<file path="src/rtl/stage1_if_if.sv">
// Instruction-memory request/ack bus between the fetch stage (master) and memory (slave).
interface stage1_if_if;
  logic        req;
  logic [31:0] addr;
  logic        ack;
  logic [31:0] rdata;

  modport master (output req, addr, input  ack, rdata);
  modport slave  (input  req, addr, output ack, rdata);
endinterface

</file>
<file path="src/rtl/stage1_if.sv">
// MIPS IF stage: one-outstanding imem fetch, small fetch buffer, registered inst/pc4 to ID.
module stage1_if #(
  parameter logic [31:0] RESET_PC   = 32'h0000_0000,
  parameter int          FIFO_DEPTH = 2
) (
  input  logic               clk,
  input  logic               rst_n,
  input  logic               stall,
  input  logic               branch_taken,
  input  logic [31:0]        branch_target,
  stage1_if_if.master        imem,
  output logic [31:0]        inst,
  output logic [31:0]        pc4_out,
  output logic               valid_out
);
  localparam int PW = $clog2(FIFO_DEPTH);
  localparam int CW = PW + 1;

  typedef struct packed {
    logic [31:0] word;
    logic [31:0] pc4;
  } fetch_ent_t;

  typedef enum logic [1:0] {IDLE, FETCH, FULL, DRAIN} state_t;

  state_t         state, state_nxt;
  logic [31:0]    fetch_pc, fetch_pc_nxt;
  logic [31:0]    pend_pc, pend_pc_nxt;
  logic [31:0]    tgt;
  fetch_ent_t     fifo [FIFO_DEPTH];
  fetch_ent_t     head;
  logic [PW-1:0]  wr_ptr, rd_ptr;
  logic [CW-1:0]  count, count_nxt;
  logic           push, pop;
  logic           unused_tgt_lsb;

  assign tgt            = {branch_target[31:2], 2'b00};
  assign unused_tgt_lsb = ^branch_target[1:0];

  assign imem.req  = (state == FETCH) || (state == DRAIN);
  assign imem.addr = fetch_pc;

  assign push      = (state == FETCH) && imem.ack && !branch_taken;
  assign pop       = !stall && !branch_taken && (count != '0);
  assign count_nxt = count + CW'(push) - CW'(pop);
  assign head      = fifo[rd_ptr];

  // A request is only left open while count_nxt leaves a free slot for its ack.
  always_comb begin
    state_nxt    = state;
    fetch_pc_nxt = fetch_pc;
    pend_pc_nxt  = pend_pc;
    case (state)
      IDLE: begin
        state_nxt = FETCH;
        if (branch_taken) fetch_pc_nxt = tgt;
      end
      FETCH: begin
        if (branch_taken) begin
          if (imem.ack) begin
            fetch_pc_nxt = tgt;
          end else begin
            pend_pc_nxt = tgt;
            state_nxt   = DRAIN;
          end
        end else if (imem.ack) begin
          fetch_pc_nxt = fetch_pc + 32'd4;
          state_nxt    = (count_nxt < CW'(FIFO_DEPTH)) ? FETCH : FULL;
        end
      end
      FULL: begin
        if (branch_taken) begin
          fetch_pc_nxt = tgt;
          state_nxt    = FETCH;
        end else if (count_nxt < CW'(FIFO_DEPTH)) begin
          state_nxt = FETCH;
        end
      end
      DRAIN: begin
        // imem_addr must stay on the squashed address until its ack lands.
        if (branch_taken) pend_pc_nxt = tgt;
        if (imem.ack) begin
          fetch_pc_nxt = branch_taken ? tgt : pend_pc;
          state_nxt    = FETCH;
        end
      end
      default: state_nxt = IDLE;
    endcase
  end

  always_ff @(posedge clk or negedge rst_n) begin
    if (!rst_n) begin
      state    <= IDLE;
      fetch_pc <= RESET_PC;
      pend_pc  <= RESET_PC;
    end else begin
      state    <= state_nxt;
      fetch_pc <= fetch_pc_nxt;
      pend_pc  <= pend_pc_nxt;
    end
  end

  always_ff @(posedge clk or negedge rst_n) begin
    if (!rst_n) begin
      wr_ptr <= '0;
      rd_ptr <= '0;
      count  <= '0;
    end else if (branch_taken) begin
      wr_ptr <= '0;
      rd_ptr <= '0;
      count  <= '0;
    end else begin
      if (push) wr_ptr <= wr_ptr + 1'b1;
      if (pop)  rd_ptr <= rd_ptr + 1'b1;
      count <= count_nxt;
    end
  end

  always_ff @(posedge clk) begin
    if (push) fifo[wr_ptr] <= '{word: imem.rdata, pc4: fetch_pc + 32'd4};
  end

  always_ff @(posedge clk or negedge rst_n) begin
    if (!rst_n) begin
      inst      <= '0;
      pc4_out   <= '0;
      valid_out <= 1'b0;
    end else if (branch_taken) begin
      inst      <= '0;
      valid_out <= 1'b0;
    end else if (!stall) begin
      if (count != '0) begin
        inst      <= head.word;
        pc4_out   <= head.pc4;
        valid_out <= 1'b1;
      end else begin
        inst      <= '0;
        valid_out <= 1'b0;
      end
    end
  end
endmodule

</file>
<file path="src/flat_wrapper.sv">
// flat-port wrapper written by rule: the top's interface ports become plain ports
module stage1_if_flat 
#(
  parameter logic [31:0] RESET_PC   = 32'h0000_0000,
  parameter int          FIFO_DEPTH = 2
)
  (clk, rst_n, stall, branch_taken, branch_target, inst, pc4_out, valid_out, imem_req, imem_addr, imem_ack, imem_rdata);
  stage1_if_if imem_i ();
  input  logic clk;
  input  logic rst_n;
  input  logic stall;
  input  logic branch_taken;
  input  logic [31:0] branch_target;
  output logic [31:0] inst;
  output logic [31:0] pc4_out;
  output logic valid_out;
  output wire logic [$bits(imem_i.req)-1:0] imem_req;
  output wire logic [$bits(imem_i.addr)-1:0] imem_addr;
  input wire logic [$bits(imem_i.ack)-1:0] imem_ack;
  input wire logic [$bits(imem_i.rdata)-1:0] imem_rdata;
  assign imem_req = imem_i.req;
  assign imem_addr = imem_i.addr;
  assign imem_i.ack = imem_ack;
  assign imem_i.rdata = imem_rdata;
  stage1_if #(.RESET_PC(RESET_PC), .FIFO_DEPTH(FIFO_DEPTH)) u_core (.clk(clk), .rst_n(rst_n), .stall(stall), .branch_taken(branch_taken), .branch_target(branch_target), .imem(imem_i), .inst(inst), .pc4_out(pc4_out), .valid_out(valid_out));
endmodule
</file>
<file path="config.mk">
export PLATFORM = sky130hd
export DESIGN_NAME = stage1_if_flat
export DESIGN_NICKNAME = d
export VERILOG_FILES = /design/src/rtl/stage1_if_if.sv /design/src/rtl/stage1_if.sv /design/src/flat_wrapper.sv
export SDC_FILE = /design/constraint.sdc
export NUM_CORES = 1
export LEC_CHECK = 0
export BUFFER_PORTS_ARGS = -buffer_cell sky130_fd_sc_hd__buf_2
export CORE_ASPECT_RATIO = 1.2
export CORE_MARGIN = 10
export CORE_UTILIZATION = 40
export CTS_CLUSTER_SIZE = 24
export DETAILED_ROUTE_END_ITERATION = 8
export GPL_TIMING_DRIVEN = 0
export SLEW_MARGIN = 20
export SYNTH_ARGS = -nofsm -noshare
export SYNTH_HDL_FRONTEND = slang
export SYNTH_SLANG_ARGS = --single-unit
</file>
<file path="constraint.sdc">
create_clock -name clk -period 6.5 [get_ports clk]
set_input_delay 0.65 -clock clk [delete_from_list [all_inputs] [get_ports clk]]
set_output_delay 0.65 -clock clk [all_outputs]
set_load 0.05 [all_outputs]
</file>
==> results of run 1 <==
## cells in the final DEF (no fill, tap or decap), types with 24 or more instances in the layout
cell type and n:
buf_2 163, dfrtp_1 135, edfxtp_1 128, nand2_1 123, o21ai_0 95, mux2i_1 65, clkbuf_1 40, mux2_2 30
clkbuf_16 27, xnor2_1 26, nor2_1 25, a21oi_1 24
## cell type report
type	instances	area, um2	area share [%]
Timing Repair Buffer	174	945.9	7.156
Clock inverter	16	231.5	1.751
Multi-Input combinational cell	530	3411	25.80
Buffer	50	188.9	1.429
Inverter	20	75.07	0.5680
Sequential cell	263	7222	54.64
Clock buffer	33	718.2	5.434
Tap cell	340	425.4	3.218
## report_power, final
| part | internal [mW] | leakage [nW] | total (mW) | switching, mW |
|---|---|---|---|---|
| combinational | 0.371 | 2.05 | 1.41 | 1.04 |
| sequential | 2.02 | 2.84 | 2.19 | 0.166 |
| clock | 1.02 | 0.471 | 1.64 | 0.621 |
## state kept, by name, summed over array words and instances (netlist names)
name,count
u_core.count,2
u_core.fifo,128
u_core.imem.addr,32
u_core.inst,32
u_core.pc4_out,32
u_core.pend_pc,32
u_core.rd_ptr,1
u_core.state,2
u_core.valid_out,1
u_core.wr_ptr,1
## how the worst max path moves through the flow
stage	cells past startpoint	slack, ns	startpoint	to
floorplan	4	0.41	branch_taken	u_core.fifo[0][0]
global placement	5	-3.31	branch_taken	u_core.fifo[0][57]
detailed placement	9	3.15	branch_taken	u_core.fifo[0][61]
CTS	9	3.36	u_core.state[0]	u_core.fifo[0][57]
global route	9	3.15	u_core.state[0]	u_core.fifo[0][57]
finish	9	3.40	u_core.state[0]	u_core.fifo[0][57]
## stage by stage
stage          setup TNS [ns]  worst slack [ns]  area (um2)  cells
2_1_floorplan               0            0.4120       10890    863
3_3_place_gp          -211.27            -3.306       12140   1367
3_5_place_dp                0             3.155       12270   1377
4_1_cts                     0             3.365       13220   1426
5_1_grt                     0             3.152       13220   1426
6_report                    0             3.400       13220   1426
## kinds of logic after synthesis
kind of cell,count (synthesis),share of synthesized area [%]
DFF,263,66.32
and+or+nand+nor,215,8.905
AOI/OAI and AO/OA,186,10.43
muxes,95,9.077
buffers and inverters,70,2.424
xor gates and xnor gates,31,2.493
adders and majority gates,3,0.3447
## layer usage
layer | routed length [um] | part of all wire [%]
met2 | 14410 | 52
met1 | 11300 | 41
met5 | 0 | 0
met3 | 1475 | 5.3
met4 | 527 | 1.9
==> results.ini, run 1 <==
[status]
status = completed

[global_routing]
grt_max_degree = 90
grt_use_total_pct = 15.99
use_met2_pct = 28.68
grt_pass1_wl_um = 43060
grt.busiest_layer = met2
grt_overflow = 0
met1_usage_pct = 18.83
gr-usage-met3_pct = 3.325
antenna_found_initial = 0
grt_pass1_vias = 7585

[clock_network]
cts_setup_buffers = 0
postCtsHoldBufs = 0
cts_made_buffers = 27
cts.htree.levels = 1
path_clk_slew_ns = 0.06
cts_tree = built
cts_sinks = 263
cts_buffer_depth = 3
clock_latency_ns = 0.52
cts-root-buf = clkbuf_16
cts_resized = 0

[placed_design]
hpwlAfterDp_um = 20420
io_buffers = 164
gp_congestion = 0.8241

[synth]
yosys-top-cells-count = 135 x dfrtp_1, 128 x edfxtp_1, 123 x nand2_1
syn_inst = 863
synth_enable_flop_cells = 128
ys.flop_type = dfrtp_1
ys_ff_latch = 263
synth_top_area_share_pct = 35.30
async_flop_share_pct = 51.33
synthesis.nets = 935
synth_top_cell_by_area = edfxtp_1
netlist_top_cells_area = edfxtp_1 35%, dfrtp_1 31%, mux2i_1 6.0%
synth.most_common_cell = dfrtp_1
avgSynthCellArea_um2 = 12.62
yosysUniqueCellTypes = 52
netlist_area_um2 = 10890
ys.warnings.count = 0
seq_area_frac_synth_pct = 66.32

[setup_path]
r2r_cells = 9
crit_path_max_incr_delay_ns = 0.38
worstPathRequired_ns = 6.73
cp_top_family = buffers and inverters
cpMaxStageDelayCell = clkbuf_1
cp.arrival_ns = 3.33
crit_type = register to register
path_common_cell = buf_4
cp-end-kind = register
reg2reg_from = u_core.state[0]
reg2reg_to = u_core.fifo[0][57]
critPathBufInv = 6
crit_path_start_kind = register
cp_max_fo = 10
crit_chain = clkbuf_1, nor2b_1, clkbuf_1, nand2_1, nor3_2, buf_4, buf_4, buf_4, buf_4
setup.reg_to_reg.worst_slack_ns = 3.40

[drt]
viasPerCell = 5.137
wl_per_cell_um = 19.44
ant_nets = 0
drt-pass1-iter-count = 5
routed_wl_um = 27720
drc = 0
routed-via-count = 7326
drt_iter0_markers = 407

[die]
start_util_pct = 40.33
die_w_um = 170.6
row_count = 66
fp.dieH_um = 200.7
core_um2 = 27000
die_area_um2 = 34250
io_pins = 167

[timing]
holdWs_ns = 0.02003
slew_violations = 0
period_needed_ns = 3.100
rsz0062_at_grt = no
setup_violations = 0
timing.final.crit_share_pct = 47.69
hold_viol = 0
finalClockSkew_ns = 0.009183
fmax_mhz = 322.6
worst-slew-pin-transition_ns = 0.9343
relSlewSlack_pct = 37.19

[job]
cap_viol_max_count = 0

[hold_path]
hp-class = primary input to asynchronous set/reset pin

[cells_and_area]
fin_util_pct = 48.95
drive_gt1_share_pct = 23.57
layout.nets = 1138
fill_cells = 2437
syn_to_final_growth_pct = 21.38
antennaDiodeCount = 0

[pwr]
pwr_density_cell_nw_per_um2 = 396.0
ir_drop_mv = 0.1712
power_leakage_nw = 5.362
finalPower_mw = 5.235

Note: power is estimated with default switching activity, not from simulation.
==> inputs of run 2 (changes only) <==
==> constraint.sdc (replaced) <==
create_clock -name clk -period 2.9 [get_ports clk]
set_input_delay 0.29 -clock clk [delete_from_list [all_inputs] [get_ports clk]]
set_output_delay 0.29 -clock clk [all_outputs]
set_load 0.05 [all_outputs]
==> results.ini, run 2 (same netlist as run 1, synthesis figures left out) <==
[clock_network]
path_clk_slew_ns = 0.06
cts_setup_buffers = 0
cts-root-buf = clkbuf_16
cts_tree = built
cts_made_buffers = 27
cts_buffer_depth = 3
cts_sinks = 263
cts.htree.levels = 1
clock_latency_ns = 0.53

[placed_design]
dp_slack_ns = -0.02433
io_buffers = 164
placed_cell_area_um2 = 12310
hpwlAfterDp_um = 20120
gp_congestion = 0.8408

[die]
fp.dieH_um = 200.7
die_area_um2 = 34250
core_um2 = 27000
io_pins = 167
start_util_pct = 40.33
die_w_um = 170.6
row_count = 66

[pwr]
swShare_pct = 35.97
seq_power_share_pct = 42.8
power_leakage_nw = 5.512
p_clk_share_pct = 28.9
switchingPower_mw = 4.115
power_frac_comb_pct = 28.3
power.internal_mw = 7.325
pwr_density_cell_nw_per_um2 = 837.2
ir_drop_mv = 0.4794

[cells_and_area]
top_register = u_core.fifo
layout.nets = 1187
final_common_cell = buf_2
antennaDiodeCount = 0
syn_to_final_growth_pct = 25.49
drive_gt1_share_pct = 21.94
fill_cells = 2405
final_area_um2 = 13660
largest_reg_flops = 128
layout_common_cells = 163 x buf_2, 135 x dfrtp_1, 128 x edfxtp_1

[global_routing]
grt_max_degree = 79
grt_use_total_pct = 16.41
grt_pass1_wl_um = 44140
grt_pass1_vias = 7798
grt_overflow = 0
antenna_found_initial = 0

[setup_path]
cp-end-kind = register
setup.reg_to_reg.worst_slack_ns = 0.33
cpMaxStageDelayCell = nor4_2
cp_top_family = simple AND/OR/NAND/NOR gates
crit_path_start_kind = register
critPathBufInv = 0
crit_type = register to register
cp_max_fo = 10
crit_path_max_incr_delay_ns = 0.86
cp.arrival_ns = 2.98
crit_chain = nand3_2, nor4_2, nand3_1, xnor2_1, o41a_1
worstPathRequired_ns = 3.31

[hold_path]
hp-class = primary input to register

[timing]
finalWorstSetupSlack_ns = 0.3316
hold_viol = 0
finalClockSkew_ns = 0.01035
fmax_mhz = 389.3
worst-slew-pin-transition_ns = 0.9537
setup_violations = 0
slew_violations = 0
relSlewSlack_pct = 35.89
period_needed_ns = 2.568
rsz0062_at_grt = no
timing.final.crit_share_pct = 88.57

[job]
cap_viol_max_count = 0

[status]
status = completed

[drt]
routed-via-count = 7571
drt-pass1-iter-count = 7
ant_nets = 0
routed_wl_um = 28330
drc = 0
viasPerCell = 5.133
wl_per_cell_um = 19.21
drt_iter0_markers = 534

run 2: worst paths after layout:
check,cells past startpoint,to,startpoint
max reg2reg,5,u_core.imem.addr[21],u_core.imem.addr[8]
max,5,u_core.imem.addr[21],u_core.imem.addr[8]
min,2,u_core.pend_pc[3],branch_target[3]
max in group asynchronous,3,u_core.inst[15],rst_n
min reg2reg,2,u_core.inst[20],u_core.inst[20]
min in group asynchronous,2,u_core.inst[30],rst_n
run 2: per-stage QoR:
step                hold slack (ns)  util, %  std cells  setup TNS, ns  power [mW]
finish                      0.02254    50.60       1475              0       11.44
global route                0.01858    50.60       1475              0       11.96
CTS                       0.0001760    50.60       1475              0       11.56
detailed placement           0.3446    45.58       1374       -0.02948       8.176
global placement             0.4568    45.02       1367        -228.83       8.097
floorplan                 -0.005591        -        863              0       7.158
run 2: layout make-up:
type	count	area [um2]	area share, %
sequential	263	7222	52.85
inverter	20	75.07	0.5494
multi-input combinational	530	3423	25.05
clock buffer	36	719.4	5.265
timing repair buffer	223	1490	10.91
tap	340	425.4	3.113
clock inverter	13	112.6	0.8241
buffer	50	196.4	1.438
run 2: layer usage:
layer,part of all wire (%),global-route usage [%],wire length [um]
met1,41,19.77,11700
met2,49,27.97,13940
met3,6.1,3.344,1717
met4,3.4,6.464,975
met5,0,0,0
run 2: worst register-to-register path, stage by stage, from the launching register on:
cell and delay [ns]:
dfrtp_1 0.51, nand3_2 0.22, nor4_2 0.86, nand3_1 0.20
xnor2_1 0.25, o41a_1 0.40
run 2: power by group through the flow:
stage                     logic [mW]  clock network, mW  registers (mW)
after floorplan                 1.03                  0            6.13
after global placement          3.14                  0            4.95
after detailed placement        3.21                  0            4.97
after CTS                       3.28               3.39            4.90
after global routing            3.47               3.51            4.97
final                           3.23               3.31            4.90
run 2: timing repair:
| item | 4_1_cts | 5_1_grt |
|---|---|---|
| resized for setup | 1 | 0 |
| hold buffers | 52 | 0 |
| endpoints found under the hold margin | 160 | 0 |
| setup endpoints to repair | 2 | 0 |
==> inputs of run 3 (changes only) <==
--- a/config.mk
+++ b/config.mk
@@ -6,12 +6,15 @@
 export NUM_CORES = 1
 export LEC_CHECK = 0
 export BUFFER_PORTS_ARGS = -buffer_cell sky130_fd_sc_hd__buf_2
+export CELL_PAD_IN_SITES_DETAIL_PLACEMENT = 2
+export CELL_PAD_IN_SITES_GLOBAL_PLACEMENT = 2
 export CORE_ASPECT_RATIO = 1.2
 export CORE_MARGIN = 10
-export CORE_UTILIZATION = 40
+export CORE_UTILIZATION = 38
 export CTS_CLUSTER_SIZE = 24
 export DETAILED_ROUTE_END_ITERATION = 8
 export GPL_TIMING_DRIVEN = 0
+export PLACE_DENSITY_LB_ADDON = 0.1
 export SLEW_MARGIN = 20
 export SYNTH_ARGS = -nofsm -noshare
 export SYNTH_HDL_FRONTEND = slang
==> constraint.sdc (replaced) <==
create_clock -name clk -period 2.51 [get_ports clk]
set_input_delay 0.251 -clock clk [delete_from_list [all_inputs] [get_ports clk]]
set_output_delay 0.251 -clock clk [all_outputs]
set_load 0.05 [all_outputs]
==> results.ini, run 3 (same netlist as run 1, synthesis figures left out) <==
[status]
status = completed

[pwr]
power_frac_comb_pct = 27.6
seq_power_share_pct = 40.6
pwr_density_cell_nw_per_um2 = 1002
power.internal_mw = 9.064
power_leakage_nw = 5.651
ir_drop_mv = 0.4963
swShare_pct = 35.54
p_clk_share_pct = 31.8
switchingPower_mw = 4.998

[clock_network]
cts_tree = built
clock_latency_ns = 0.54
cts_buffer_depth = 3
cts_setup_buffers = 0
cts-root-buf = clkbuf_16
cts.htree.levels = 1
cts_sinks = 263
cts_made_buffers = 28
path_clk_slew_ns = 0.06

[hold_path]
hp-class = primary input to register

[cells_and_area]
layout_common_cells = 163 x buf_2, 132 x dfrtp_1, 128 x edfxtp_1
antennaDiodeCount = 0
layout.nets = 1199
fill_cells = 2814
syn_to_final_growth_pct = 28.94
seqCellArea_um2 = 7226
largest_reg_flops = 128
final_area_um2 = 14040
drive_gt1_share_pct = 22.82
top_register = u_core.fifo
fin_cells = 1527
final_common_cell = buf_2
multiInputGateArea_um2 = 3465

[timing]
rsz0062_at_grt = yes
slew_violations = 0
finalClockSkew_ns = 0.02321
fin_setup_tns_ns = 0
timing.final.crit_share_pct = 98.49
setup_violations = 0
hold_viol = 0
relSlewSlack_pct = 40.01
period_needed_ns = 2.472
worst-slew-pin-transition_ns = 0.8999
fmax_mhz = 404.5

[placed_design]
placed_cell_area_um2 = 12370
hpwlAfterDp_um = 24430
dp_cells = 1413
io_buffers = 164
gp_congestion = 0.7696

[setup_path]
cp-end-kind = register
reg2reg_from = u_core.imem.addr[2]
cp_top_family = simple AND/OR/NAND/NOR gates
cp.arrival_ns = 2.76
endpoint = u_core.fifo[0][28]
crit_path_max_incr_delay_ns = 0.62
setup.reg_to_reg.worst_slack_ns = 0.04
crit_type = register to register
reg2reg_to = u_core.fifo[0][28]
cp_num_cells = 5
crit_path_start_kind = register
setup.worst_path.start = u_core.imem.addr[2]
path_common_cell = or4_4
worstPathRequired_ns = 2.79
crit_chain = ha_2, nand4_1, or4_4, or4_4, xnor2_1
critPathBufInv = 0
cpMaxStageDelayCell = or4_4
cp_max_fo = 7
r2r_cells = 5

[global_routing]
grt_use_total_pct = 19.09
grt.busiest_layer = met2
grt_overflow = 0
grt_pass1_wl_um = 53960
grt_max_degree = 83
gr-usage-met3_pct = 3.594
grt_pass1_vias = 9011
antenna_found_initial = 0
use_met2_pct = 35.40
met1_usage_pct = 22.49

[die]
fp.dieH_um = 205.4
die_w_um = 174.5
start_util_pct = 38.77
row_count = 67
die_area_um2 = 35850
core_um2 = 28080
io_pins = 167

[drt]
routed_wl_um = 34510
drt-pass1-iter-count = 4
drc = 0
ant_nets = 0
drt_iter0_markers = 313
routed-via-count = 7852
wl_per_cell_um = 22.60
viasPerCell = 5.142

[job]
cap_viol_max_count = 0

==> run 3: cell types whose count changed in the layout (fill, tap and decap cells not counted), moves of 2 or more <==
cell	before	now
dfrtp_1	135	132
bufinv_16	2	6
clkbuf_8	1	3
nor4_1	4	2
clkinv_1	6	4
dlygate4sd3_1	52	63
clkbuf_1	42	40
clkinv_2	3	1
dfrtp_2	0	3
clkbuf_16	27	29
==> run 3: metal layers <==
metal	vias up	share of wire (%)
li1	3653	-
met1	4014	41
met2	154	53
met3	31	4.5
met4	0	1.7
met5	-	0
==> run 3: layout make-up <==
type                    instances  area share (%)
plain buffers                  50           1.524
clock buffers                  39           5.578
clock inverters                12           1.479
inverters                      20          0.5347
multi-input cells             530           24.67
flip-flops and latches        263           51.46
well taps                     379           3.377
repair buffers                234           11.37
==> run 3: repair_timing <==
item                                   4_1_cts  5_1_grt
pin swaps                                    0        2
hold buffers                                63        0
endpoints found under the hold margin      175        0
setup endpoints to repair                    9       42
resized for setup                            6        8
==> run 3: through the flow <==
stage	hold WS [ns]	power (mW)	utilization, %	setup slack, ns
2_1_floorplan	-0.04459	8.277	-	-0.3427
3_3_place_gp	0.4395	9.417	43.52	-1.862
3_5_place_dp	0.3281	9.594	44.04	-0.4566
4_1_cts	0.1901	14.24	49.94	0.007785
5_1_grt	0.2393	14.72	50.00	-0.06705
6_report	0.2138	14.06	50.00	0.03796
==> run 3: how the worst min path moves through the flow <==
stage | from | end | slack (ns) | cells after the start
CTS | imem_ack | u_core.imem.addr[8] | 0.19 | 4
global placement | imem_rdata[3] | u_core.fifo[0][35] | 0.44 | 1
detailed placement | rst_n | u_core.inst[14] | 0.33 | 1
floorplan | rst_n | u_core.count[0] | -0.04 | 0
finish | imem_ack | u_core.imem.addr[8] | 0.21 | 4
global route | imem_ack | u_core.imem.addr[8] | 0.24 | 4
==> run 3: power by group through the flow <==
| stage | Combinational (mW) | Sequential [mW] | Clock [mW] |
|---|---|---|---|
| floorplan | 1.19 | 7.08 | 0 |
| global placement | 3.68 | 5.74 | 0 |
| detailed placement | 3.81 | 5.78 | 0 |
| CTS | 3.93 | 5.71 | 4.60 |
| global route | 4.16 | 5.80 | 4.76 |
| finish | 3.88 | 5.71 | 4.47 |
==> run 3: worst reg2reg max path: cells and delay by family (launching register included) <==
family | cells | cell delay, ns
xor+xnor | 1 | 0.16
flops | 1 | 0.42
simple gates | 3 | 1.41
fa+ha+maj | 1 | 0.23
